`config.mk`:
```
export PLATFORM = sky130hd
export DESIGN_NAME = pipe_datapath
export DESIGN_NICKNAME = d
export VERILOG_FILES = /design/src/rtl/pipe_datapath.sv
export SDC_FILE = /design/constraint.sdc
export NUM_CORES = 1
export LEC_CHECK = 0
export ABC_AREA = 1
export CAP_MARGIN = 20
export CORE_UTILIZATION = 46
export DETAILED_ROUTE_END_ITERATION = 12
export GPL_TIMING_DRIVEN = 0
export PLACE_DENSITY = 0.66
export SETUP_SLACK_MARGIN = 0.3
export SKIP_LAST_GASP = 1
export SLEW_MARGIN = 20
export SYNTH_ARGS = -nofsm -noshare
export SYNTH_HDL_FRONTEND = slang
export SYNTH_SLANG_ARGS = --single-unit
```
`constraint.sdc`:
```
create_clock -name clk -period 4.75 [get_ports clk]
set_input_delay 0.95 -clock clk [delete_from_list [all_inputs] [get_ports clk]]
set_output_delay 0.95 -clock clk [all_outputs]
set_load 0.02 [all_outputs]
```
`src/rtl/pipe_datapath.sv`:
```
// Two-stage execute/writeback datapath. S1 reads operands (forwarded from the retiring
// instruction) and runs the ALU. S2 owns the data-memory access and retires in order.
module pipe_datapath #(
  parameter int DATA_W = 8,
  parameter int NREGS  = 8,
  localparam int RAW   = $clog2(NREGS)
) (
  input  logic              clk,
  input  logic              reset,
  input  logic              in_valid,
  output logic              in_ready,
  input  logic [RAW-1:0]    in_rs1,
  input  logic [RAW-1:0]    in_rs2,
  input  logic [RAW-1:0]    in_rd,
  input  logic [DATA_W-1:0] in_imm,
  input  logic [2:0]        in_alu_op,
  input  logic              in_alu_src,
  input  logic              in_reg_write,
  input  logic              in_mem_read,
  input  logic              in_mem_write,
  output logic              dmem_req,
  output logic              dmem_we,
  output logic [DATA_W-1:0] dmem_addr,
  output logic [DATA_W-1:0] dmem_wdata,
  input  logic [DATA_W-1:0] dmem_rdata,
  input  logic              dmem_ack,
  output logic              wb_valid,
  output logic [RAW-1:0]    wb_rd,
  output logic [DATA_W-1:0] wb_data
);

  localparam int SHW = $clog2(DATA_W);

  typedef enum logic [2:0] {
    OP_ADD = 3'd0,
    OP_SUB = 3'd1,
    OP_AND = 3'd2,
    OP_OR  = 3'd3,
    OP_XOR = 3'd4,
    OP_SLL = 3'd5,
    OP_SRL = 3'd6,
    OP_SLT = 3'd7
  } alu_op_e;

  logic              s1_valid_q, s1_valid_d;
  logic [RAW-1:0]    s1_rs1_q, s1_rs1_d;
  logic [RAW-1:0]    s1_rs2_q, s1_rs2_d;
  logic [RAW-1:0]    s1_rd_q, s1_rd_d;
  logic [DATA_W-1:0] s1_imm_q, s1_imm_d;
  alu_op_e           s1_op_q, s1_op_d;
  logic              s1_src_q, s1_src_d;
  logic              s1_rw_q, s1_rw_d;
  logic              s1_mr_q, s1_mr_d;
  logic              s1_mw_q, s1_mw_d;

  logic              s2_valid_q, s2_valid_d;
  logic [DATA_W-1:0] s2_res_q, s2_res_d;
  logic [DATA_W-1:0] s2_wdata_q, s2_wdata_d;
  logic [RAW-1:0]    s2_rd_q, s2_rd_d;
  logic              s2_rw_q, s2_rw_d;
  logic              s2_mr_q, s2_mr_d;
  logic              s2_mw_q, s2_mw_d;

  logic [DATA_W-1:0] rf_q [NREGS];
  logic [DATA_W-1:0] rf_d [NREGS];

  logic              s2_mem, s2_done, s1_adv, in_fire, rf_we, fwd1, fwd2;
  logic [DATA_W-1:0] rs1_val, rs2_val, op_a, op_b, alu_res;
  logic [SHW-1:0]    shamt;

  assign s2_mem   = s2_mr_q || s2_mw_q;
  assign s2_done  = s2_valid_q && (!s2_mem || dmem_ack);
  assign s1_adv   = s1_valid_q && (!s2_valid_q || s2_done);
  assign in_ready = !s1_valid_q || s1_adv;
  assign in_fire  = in_valid && in_ready;

  assign dmem_req   = s2_valid_q && s2_mem;
  assign dmem_we    = s2_mw_q;
  assign dmem_addr  = s2_res_q;
  assign dmem_wdata = s2_wdata_q;

  assign wb_valid = s2_done && (s2_rw_q || s2_mw_q);
  assign wb_rd    = s2_rd_q;

  // Stores report their data on the retire port; loads report the memory word.
  always_comb begin
    wb_data = s2_res_q;
    if (s2_mr_q) begin
      wb_data = dmem_rdata;
    end else if (s2_mw_q) begin
      wb_data = s2_wdata_q;
    end
  end

  assign rf_we = s2_done && s2_rw_q && (s2_rd_q != '0);
  assign fwd1  = rf_we && (s2_rd_q == s1_rs1_q);
  assign fwd2  = rf_we && (s2_rd_q == s1_rs2_q);

  assign rs1_val = fwd1 ? wb_data : rf_q[s1_rs1_q];
  assign rs2_val = fwd2 ? wb_data : rf_q[s1_rs2_q];
  assign op_a    = rs1_val;
  assign op_b    = s1_src_q ? s1_imm_q : rs2_val;
  assign shamt   = op_b[SHW-1:0];

  always_comb begin
    alu_res = '0;
    case (s1_op_q)
      OP_ADD: alu_res = op_a + op_b;
      OP_SUB: alu_res = op_a - op_b;
      OP_AND: alu_res = op_a & op_b;
      OP_OR:  alu_res = op_a | op_b;
      OP_XOR: alu_res = op_a ^ op_b;
      OP_SLL: alu_res = op_a << shamt;
      OP_SRL: alu_res = op_a >> shamt;
      OP_SLT: alu_res = {{(DATA_W-1){1'b0}}, ($signed(op_a) < $signed(op_b))};
    endcase
  end

  always_comb begin
    s1_valid_d = s1_valid_q;
    s1_rs1_d   = s1_rs1_q;
    s1_rs2_d   = s1_rs2_q;
    s1_rd_d    = s1_rd_q;
    s1_imm_d   = s1_imm_q;
    s1_op_d    = s1_op_q;
    s1_src_d   = s1_src_q;
    s1_rw_d    = s1_rw_q;
    s1_mr_d    = s1_mr_q;
    s1_mw_d    = s1_mw_q;
    if (in_fire) begin
      s1_valid_d = 1'b1;
      s1_rs1_d   = in_rs1;
      s1_rs2_d   = in_rs2;
      s1_rd_d    = in_rd;
      s1_imm_d   = in_imm;
      s1_op_d    = alu_op_e'(in_alu_op);
      s1_src_d   = in_alu_src;
      s1_rw_d    = in_reg_write;
      s1_mr_d    = in_mem_read;
      s1_mw_d    = in_mem_write;
    end else if (s1_adv) begin
      s1_valid_d = 1'b0;
    end
  end

  // S2 keeps its payload after retiring so the memory port stays quiet but defined.
  always_comb begin
    s2_valid_d = s2_valid_q;
    s2_res_d   = s2_res_q;
    s2_wdata_d = s2_wdata_q;
    s2_rd_d    = s2_rd_q;
    s2_rw_d    = s2_rw_q;
    s2_mr_d    = s2_mr_q;
    s2_mw_d    = s2_mw_q;
    if (s1_adv) begin
      s2_valid_d = 1'b1;
      s2_res_d   = alu_res;
      s2_wdata_d = rs2_val;
      s2_rd_d    = s1_rd_q;
      s2_rw_d    = s1_rw_q;
      s2_mr_d    = s1_mr_q;
      s2_mw_d    = s1_mw_q;
    end else if (s2_done) begin
      s2_valid_d = 1'b0;
    end
  end

  always_comb begin
    rf_d = rf_q;
    if (rf_we) begin
      rf_d[s2_rd_q] = wb_data;
    end
  end

  always_ff @(posedge clk or negedge reset) begin
    if (!reset) begin
      s1_valid_q <= 1'b0;
      s1_rs1_q   <= '0;
      s1_rs2_q   <= '0;
      s1_rd_q    <= '0;
      s1_imm_q   <= '0;
      s1_op_q    <= OP_ADD;
      s1_src_q   <= 1'b0;
      s1_rw_q    <= 1'b0;
      s1_mr_q    <= 1'b0;
      s1_mw_q    <= 1'b0;
      s2_valid_q <= 1'b0;
      s2_res_q   <= '0;
      s2_wdata_q <= '0;
      s2_rd_q    <= '0;
      s2_rw_q    <= 1'b0;
      s2_mr_q    <= 1'b0;
      s2_mw_q    <= 1'b0;
    end else begin
      s1_valid_q <= s1_valid_d;
      s1_rs1_q   <= s1_rs1_d;
      s1_rs2_q   <= s1_rs2_d;
      s1_rd_q    <= s1_rd_d;
      s1_imm_q   <= s1_imm_d;
      s1_op_q    <= s1_op_d;
      s1_src_q   <= s1_src_d;
      s1_rw_q    <= s1_rw_d;
      s1_mr_q    <= s1_mr_d;
      s1_mw_q    <= s1_mw_d;
      s2_valid_q <= s2_valid_d;
      s2_res_q   <= s2_res_d;
      s2_wdata_q <= s2_wdata_d;
      s2_rd_q    <= s2_rd_d;
      s2_rw_q    <= s2_rw_d;
      s2_mr_q    <= s2_mr_d;
      s2_mw_q    <= s2_mw_d;
    end
  end

  always_ff @(posedge clk or negedge reset) begin
    if (!reset) begin
      for (int i = 0; i < NREGS; i++) begin
        rf_q[i] <= '0;
      end
    end else begin
      rf_q <= rf_d;
    end
  end

endmodule
```
* Word level (Yosys, flattened, before mapping)
Cells that the tools add are included.
** Word-level totals
- Output and inout bits :: 31
- Input port bits :: 36
- Bits in registers :: 112
- Word-level logic and storage cells :: 90
** Operators by class
- Shift-type cells :: 2
- Magnitude comparators :: 5
- Equal/unequal tests :: 9
- Bitwise operators :: 6
- Reduce and logical (&&, ||, !) cells :: 22
- $add $sub $neg :: 2
- Mux-type cells :: 19
** Operators by type and width (number)
- $mux 8 :: 10
- $bwmux 64 :: 1
- $pmux 8 s8 :: 1
- $bmux 8 s3 :: 2
- $demux 8 s3 :: 1
- $eq 3x3->1 const B :: 4
- $ge 4x4->1 const B :: 3
- $not 3->4 :: 3
- $logic_and 1x1->1 :: 10
- $add 8x8->8 :: 1
- $and 8x8->8 :: 1
- $lt 8x8->1 :: 1
- $or 8x8->8 :: 1
- $shl 8x3->8 :: 1
- $shr 8x3->8 :: 1
- $sub 8x8->8 :: 1
- $xor 8x8->8 :: 1
- $eq 3x2->1 const B :: 2
- $eq 3x3->1 :: 2
- $logic_or 1x1->1 :: 5
- $lt 4x1->1 const B :: 1
- $mux 1 :: 4
- $reduce_bool 2->1 :: 2
- $eq 3x1->1 const B :: 1
- other kinds (3) :: 5

* Logic depth before layout (Yosys ltp)
Gate-level depths: netlist of the first run.
- Depth after elaboration :: 11
- Mapped depth :: 28
- Gate-level depth less buffers :: 26

* Worst setup path after synthesis of the first run
No wires, ideal clock.
- Kind :: input port to flip-flop
- Start :: input dmem_ack
- End :: register s2_res_q[7], in the netlist dmem_addr[7]
- Arrival :: 3455 ps
- Stages on the path :: 20
- Setup time :: 77 ps
- Required time :: 4673 ps
- Buffers on the path :: 2
- Slack :: 1217 ps
- Cell sequence :: inv_1 o21ai_4 nand3_2 nor2_4 nand2_2 clkbuf_1 nor2_1 a31oi_1 o21ai_0 ha_1 clkbuf_1 inv_1 nor4_1 nand2_1 o311ai_0 xor2_1 nand2_1 nand2_1 nor2_1 a21oi_1
** On the way
- Longest elaborated chain between the ends :: 9
- Elaborated cells between the ends (all ways) :: 19
- Classes of those cells :: add/sub (2); shift (2); mux (4); bitwise (3); reduce/logical (8)
** Ends and longest elaborated chain
- start, declared :: line 26 : input logic dmem_ack,
- $logic_or 1x1->1 (*) :: line 72 : assign s2_done = s2_valid_q && (!s2_mem || dmem_ack);
- $logic_and 1x1->1 (*) :: line 72
- $logic_and 1x1->1 (2 in series) :: line 95 : assign rf_we = s2_done && s2_rw_q && (s2_rd_q != '0);
- $logic_and 1x1->1 :: line 97 : assign fwd2 = rf_we && (s2_rd_q == s1_rs2_q);
- $mux 8 :: line 100 : assign rs2_val = fwd2 ? wb_data : rf_q[s1_rs2_q];
- $mux 8 :: line 102 : assign op_b = s1_src_q ? s1_imm_q : rs2_val;
- $sub 8x8->8, or another cell as far along :: line 109 : OP_SUB: alu_res = op_a - op_b;
- $pmux 8 s8 :: line 107 : case (s1_op_q)
- end signal, assigned :: line 206 : s2_res_q <= s2_res_d;
- end, declared :: line 57 : logic [DATA_W-1:0] s2_res_q, s2_res_d;
Mark *: on every way between the ends. The rest lies on a longest branch, timed or not.
A chain may end at the register's enable or synchronous reset.

* Worst setup path after layout of the first run
- Start :: input dmem_rdata[0]
- End :: register s2_res_q[6], in the netlist dmem_addr[6]
** On the way
- Longest elaborated chain between the ends :: 5
- Elaborated cells between the ends (all ways) :: 9
- Classes of those cells :: add/sub (2); shift (2); mux (5)
** Ends and longest elaborated chain
- start, declared :: line 25 : input logic [DATA_W-1:0] dmem_rdata,
- $mux 8 (*) :: line 88 : if (s2_mr_q) begin
- $mux 8 :: line 100
- $mux 8 :: line 102
- $sub 8x8->8, or another cell as far along :: line 109
- $pmux 8 s8 (*) :: line 107
Marks and branches as above.

==> impl_metrics.ini, run 1 <==
[synth]
avgSynthCellArea_um2 = 6.89
yosysSeqAreaShare_pct = 36.8
ys_seq_elements = 112
syn_area_um2 = 7610
syn_nets = 1168
yosysUniqueCellTypes = 46
syn_inst = 1105
yosys_warnings = 0

[sta]
final_max_slew_viol_count = 0
fin_crit_sh_pct = 90.3
tightest_slew_ns = 1.09
hold_violations = 0
maxClockFrequency_ghz = 0.233
fin_crit_ns = 4.29
setup_viol = 0
grt_setup_unrepaired = yes
skew_ns = 0.00733
relSlewSlack_pct = 26.6

[power_and_ir_drop]
ir_drop_v = 0.000306
power_leakage_uw = 0.00431
cellPowerDensity_nw_per_um2 = 717
totalPowerFinal_uw = 6380

[critical_path]
cp-end-kind = flop
critical_path_class = in2reg
cp_max_fo = 11
arrival_ns = 4.59
critPathBufInv = 5
crit_path_top_delay_cell = clkdlybuf4s50_1
crit_chain = clkdlybuf4s50_1 > nor2_1 > a31oi_4 > nand3_2 > nand3_4 > nand2_4 > buf_8 > inv_1 > ha_1 > inv_1 > fa_1 > nand2_1 > nand2_1 > nand2_1 > nand2_1 > a21oi_1 > o21bai_1 > nand2_1 > nand2_1 > o21ai_0 > nor2_1 > nand4_1 > nand2_1 > inv_1
crit_path_max_incr_delay_ns = 0.47
critPathLaunchType = primary input
cp.required_ns = 5.06
reg2reg_depth = 19
r2r_slack_ns = 0.62
cp_num_cells = 24
path_common_cell = nand2_1
crit_family = simple AND/OR/NAND/NOR gates

[finish]
nNetsFinal = 1246
final_cells = 1404
n_antenna_cell = 0
drive_gt1_share_pct = 7.32
synthToLayoutAreaGrowth_pct = 16.8

[floorplan]
io-pin-count = 67
placementRows = 46
fp.dieArea_um2 = 17100
start_util_pct = 47.6
coreArea_um2 = 16000
fp.dieW_um = 131
die_height_um = 131

[grt]
grt_pass1_wl_um = 39900
antenna_found_initial = 0
track_usage_pct = 31.5
grt_max_degree = 63
overflow = 0
grt_pass1_vias = 6920

[routing]
vias_per_cell = 5.52
antenna_left = 0
drt-initial-drc-count = 865
vias = 7748
first_pass_iters = 5
drt_wl_total_um = 25700
wl_per_cell_um = 18.3
drc = 0

[place]
gp_congestion = 0.933
port_buffers = 66
dp_hpwl_um = 19300
place_inst = 1388

[cts]
tritoncts = done
path_clk_slew_ns = 0.07
clock-sinks = 112
cts_made_buffers = 9
clock_path_buffers = 2
hold_buffers = 0
htreeDepth = 3
clk_latency_ns = 0.37
root_buffer = clkbuf_16

[run]
maxCapViolCount = 0

[worst_hold_path]
hold_depth = 1
hold_path.class = reg2reg

[outcome]
status = complete, no violations
-- Yosys cell counts (all sizes together) --
| cell type | number | area, µm² |
|---|---|---|
| o21a | 5 | 37.5 |
| nor3 | 8 | 40.0 |
| ha | 25 | 313 |
| nor4 | 2 | 12.5 |
| a31oi | 13 | 96.3 |
| buf | 25 | 158 |
| o21bai | 1 | 7.51 |
| o22ai | 4 | 25.0 |
| mux2 | 4 | 45.0 |
| inv | 119 | 449 |
| clkinv | 5 | 23.8 |
| nand2 | 347 | 1360 |
| o221ai | 1 | 8.76 |
| xor2 | 8 | 70.1 |
| nand4 | 5 | 31.3 |
| nand3 | 88 | 483 |
| dfrtp | 112 | 2800 |
| o311ai | 2 | 17.5 |
| o2111ai | 2 | 17.5 |
| or2 | 4 | 25.0 |
| a21oi | 85 | 437 |
| xnor2 | 4 | 35.0 |
| nand3b | 2 | 15.0 |
| a41oi | 1 | 8.76 |
| clkbuf | 35 | 131 |
| fa | 2 | 40.0 |
| o21ai | 105 | 559 |
| o211ai | 2 | 15.0 |
| nor2 | 89 | 347 |
-- path summary, 6_finish.rpt --
check | startpoint | end
setup reg to reg | s1_rs2_q[0]$_DFFE_PN0P_ | dmem_addr[7]$_DFFE_PN0P_
setup / recovery | dmem_rdata[0] | dmem_addr[6]$_DFFE_PN0P_
hold reg to reg | rf_q[60]$_DFFE_PN0P_ | rf_q[60]$_DFFE_PN0P_
min in group asynchronous | reset | rf_q[11]$_DFFE_PN0P_
hold / removal | rf_q[60]$_DFFE_PN0P_ | rf_q[60]$_DFFE_PN0P_
max in group asynchronous | reset | dmem_addr[2]$_DFFE_PN0P_
-- sequential cells by signal (all words and copies together) (netlist names) --
signal	flops
rf_q	64
dmem_addr	8
dmem_wdata	8
s1_imm_q	8
s1_op_q	3
s1_rd_q	3
s1_rs1_q	3
s1_rs2_q	3
wb_rd	3
dmem_we	1
s1_mr_q	1
s1_mw_q	1
s1_rw_q	1
s1_src_q	1
s1_valid_q	1
s2_mr_q	1
s2_rw_q	1
s2_valid_q	1
-- report_power, final --
group,total [µW],internal [µW],switching [µW]
Combinational,4010,1340,2670
Clock,758,368,390
Sequential,1610,1340,273
-- layout by cell type (no fill, tap or decap), types with 6 or more instances in the layout --
master and instances:
nand2_2 10, xor2_1 8, dfrtp_1 112, nand3_1 81, ha_1 25, nor2_1 86
o21ai_0 100, nor3_1 7, clkdlybuf4s50_1 65, a31oi_1 10, a21oi_1 84, clkbuf_16 9
nand2_1 333, buf_2 12, nand3_2 6, inv_1 113, clkbuf_1 33
-- per-stage QoR --
step	setup TNS (ns)	setup slack (ns)	instance area [µm²]	hold slack, ns	util, %
3_5_place_dp	-0.0452	-0.0373	8570	0.472	53.6
3_3_place_gp	-193.22	-1.74	8540	0.462	53.4
4_1_cts	0	0.335	8860	0.488	55.4
2_1_floorplan	0	1.22	7610	0.445	-
5_1_grt	0	0.281	8890	0.505	55.5
6_report	0	0.462	8890	0.487	55.5
-- worst reg2reg max path: cells and delay by family, from the launching register on --
family | cells | cell delay, ns
AOI/OAI and AO/OA | 5 | 1.17
buffers and inverters | 5 | 1.17
and+or+nand+nor | 7 | 0.72
adders and majority gates | 1 | 0.46
DFF | 1 | 0.36
xor gates and xnor gates | 1 | 0.18
-- layout make-up --
class | instances | area, µm²
inverter | 124 | 473
fill | 1607 | 7110
multi-input combinational | 809 | 4070
clock inverter | 7 | 65.1
buffer | 60 | 292
timing repair buffer | 67 | 689
sequential | 112 | 2800
tap | 216 | 270
clock buffer | 9 | 225
-- timing repair --
action / in CTS / in global routing
gates resized for setup: 0 / 9
buffers inserted: 0 / 0
endpoints found under the setup margin: 0 / 6
-- routing by layer --
layer  share of wire, %  routed length, µm  vias up  GRT usage [%]
met3                 10               2580       34           5.90
met2                 41              10500      420           44.3
li1                   -                  -     3694              -
met5                  0                  0        -              0
met4                1.5                373        0           6.56
met1                 48              12300     3600           49.6
-- kinds of logic (layout without fill, tap and decap cells) --
group / Yosys count / after routing / share of synthesized area [%]
muxes: 4 / 4 / 0.592
buffers and inverters: 184 / 267 / 10.0
xor gates and xnor gates: 12 / 12 / 1.38
and+or+nand+nor: 545 / 545 / 30.4
AOI/OAI and AO/OA: 221 / 221 / 16.2
DFF: 112 / 112 / 36.8
adders and majority gates: 27 / 27 / 4.64
(Power assumes the default switching activity.)
==> run 2: changes to the inputs <==
- CTS_CLUSTER_DIAMETER: unset -> 80
- REMOVE_ABC_BUFFERS: unset -> 1
==> run 2 against run 1 <==
Effect of this change:
- critical path depth shrank 1
- via count shrank 5.7%
- utilization shrank 0.78 points
- clock power grew 9.6%
- maximum frequency grew 2.9%
- routed wire length shrank 12%
- first-iteration DRC count shrank 13%
- non-clock buffer count shrank 53
- design area shrank 1.4%
- die area is the same
- total power shrank 3.0%
- worst hold slack lost 0.086 ns
==> impl_metrics.ini, run 2 (synthesis gave the netlist of run 1 again) <==
[sta]
grt_setup_unrepaired = no
tightest_slew_ns = 0.952
fin_crit_sh_pct = 87.8
maxClockFrequency_ghz = 0.240
skew_ns = 0.00810
relSlewSlack_pct = 36.4
finalWorstSetupSlack_ns = 0.582
fin_crit_ns = 4.17
setup_viol = 0
final_max_slew_viol_count = 0
hold_violations = 0

[floorplan]
fp.dieW_um = 131
coreArea_um2 = 16000
start_util_pct = 47.6
io-pin-count = 67
die_height_um = 131
fp.dieArea_um2 = 17100
placementRows = 46

[grt]
track_usage_pct = 28.3
grt_pass1_wl_um = 36400
overflow = 0
grt_max_degree = 67
antenna_found_initial = 0
grt_pass1_vias = 6675

[cts]
path_clk_slew_ns = 0.07
clock_path_buffers = 2
clk_latency_ns = 0.36
root_buffer = clkbuf_16
tritoncts = done
clock-sinks = 112
cts_made_buffers = 9
htreeDepth = 3

[finish]
drive_gt1_share_pct = 7.31
multi_input_area_um2 = 4100
ff_latch_area_um2 = 2810
nNetsFinal = 1194
n_antenna_cell = 0
final_util_pct = 54.8
final_cells = 1352
largest_reg_flops = 64
synthToLayoutAreaGrowth_pct = 15.2
largest-register = rf_q
layout_common_cells = nand2_1 (332), inv_1 (112), dfrtp_1 (109)
fillers = 1606
layout_commonest_cell = nand2_1

[routing]
vias_per_cell = 5.40
drt_wl_total_um = 22500
first_pass_iters = 5
drt-initial-drc-count = 754
vias = 7305
wl_per_cell_um = 16.7
drc = 0
antenna_left = 0

[run]
maxCapViolCount = 0

[worst_hold_path]
hold_path.class = reg2reg

[critical_path]
critical_path_class = in2reg
arrival_ns = 4.42
cp.required_ns = 5.01
cp_max_fo = 13
cp-end-kind = flop
critPathLaunchType = primary input

[place]
port_buffers = 66
place_inst = 1333
dp_hpwl_um = 15900
gp_congestion = 0.943
place_ws_ns = -0.350

[power_and_ir_drop]
ir_drop_v = 0.000367
cellPowerDensity_nw_per_um2 = 706
power_leakage_uw = 0.00424

[outcome]
status = complete, no violations
[run 2: changes by cell type in the layout (fill, tap and decap cells not counted), sizes merged]
cell    before  now
inv        122  119
bufinv       0    1
clkbuf      44   12
buf         27    9
[run 2: where the power goes]
group | total, µW | internal, µW | switching [µW]
registers | 1740 | 1340 | 408
clock network | 831 | 459 | 372
logic | 3610 | 1270 | 2340
[run 2: worst paths after layout]
path | startpoint | end | slack [ns] | depth (start not counted)
min in group asynchronous | reset | rf_q[21]$_DFFE_PN0P_ | 0.51 | 1
setup / recovery | dmem_ack | dmem_addr[6]$_DFFE_PN0P_ | 0.58 | 23
max in group asynchronous | reset | s1_imm_q[4]$_DFFE_PN0P_ | 3.55 | 2
hold / removal | rf_q[60]$_DFFE_PN0P_ | rf_q[60]$_DFFE_PN0P_ | 0.40 | 0
hold reg to reg | rf_q[60]$_DFFE_PN0P_ | rf_q[60]$_DFFE_PN0P_ | 0.40 | 0
setup reg to reg | s1_rs1_q[1]$_DFFE_PN0P_ | dmem_addr[5]$_DFFE_PN0P_ | 0.63 | 22
[run 2: final cells by class]
type	instances	share of cell area, %
Clock buffer	12	3.04
Clock inverter	4	0.671
Inverter	124	5.44
Multi-Input combinational cell	809	46.8
Sequential cell	112	32.1
Tap cell	216	3.08
Timing Repair Buffer	74	8.78
Timing Repair inverter	1	0.0857
[run 2: metrics by stage]
step	hold WS, ns	power, µW	area (µm²)	setup TNS [ns]
2_1_floorplan	0.369	4070	7320	0
3_3_place_gp	0.381	5240	8250	-195.00
3_5_place_dp	0.386	5290	8370	-0.700
4_1_cts	0.405	6150	8720	0
5_1_grt	0.417	6720	8760	0
6_report	0.401	6180	8760	0
[run 2: critical path, cell delays in order]
cell and delay [ns]:
clkdlybuf4s50_1 0.45, inv_1 0.06, o21ai_4 0.09, nand3_4 0.15, nor2_4 0.18, nand2_4 0.14, nand2_2 0.14, nand3_4 0.16
nand2_8 0.17, inv_1 0.08, ha_1 0.26, fa_1 0.49, nand3_1 0.11, nand2_1 0.08, a21oi_1 0.15, o21ai_0 0.11
xor2_1 0.16, nand2_1 0.07, nand2_1 0.05, inv_1 0.07, nand4_1 0.15, nand2_1 0.11, inv_1 0.04
[run 2: repair_timing]
action                     in CTS  in global routing
buffers inserted                1                  1
setup endpoints to repair       4                  7
hold endpoints to repair        0                  0
resized for setup               4                  7
gates cloned                    1                  0
hold buffers                    0                  0
pin swaps                       1                  0
[run 2: routing by layer]
| metal | vias to the layer above | routed length, µm | GRT usage, % |
|---|---|---|---|
| li1 | 3598 | - | - |
| met1 | 3378 | 10300 | 41.7 |
| met2 | 291 | 9700 | 41.3 |
| met3 | 38 | 1900 | 5.50 |
| met4 | 0 | 575 | 9.40 |
| met5 | - | 0 | 0 |
==> run 3: changes to the inputs <==
- CAP_MARGIN: 20 -> 5
==> results of run 3 <==
Final layout, timing and power as in run 2 (identical DEF).
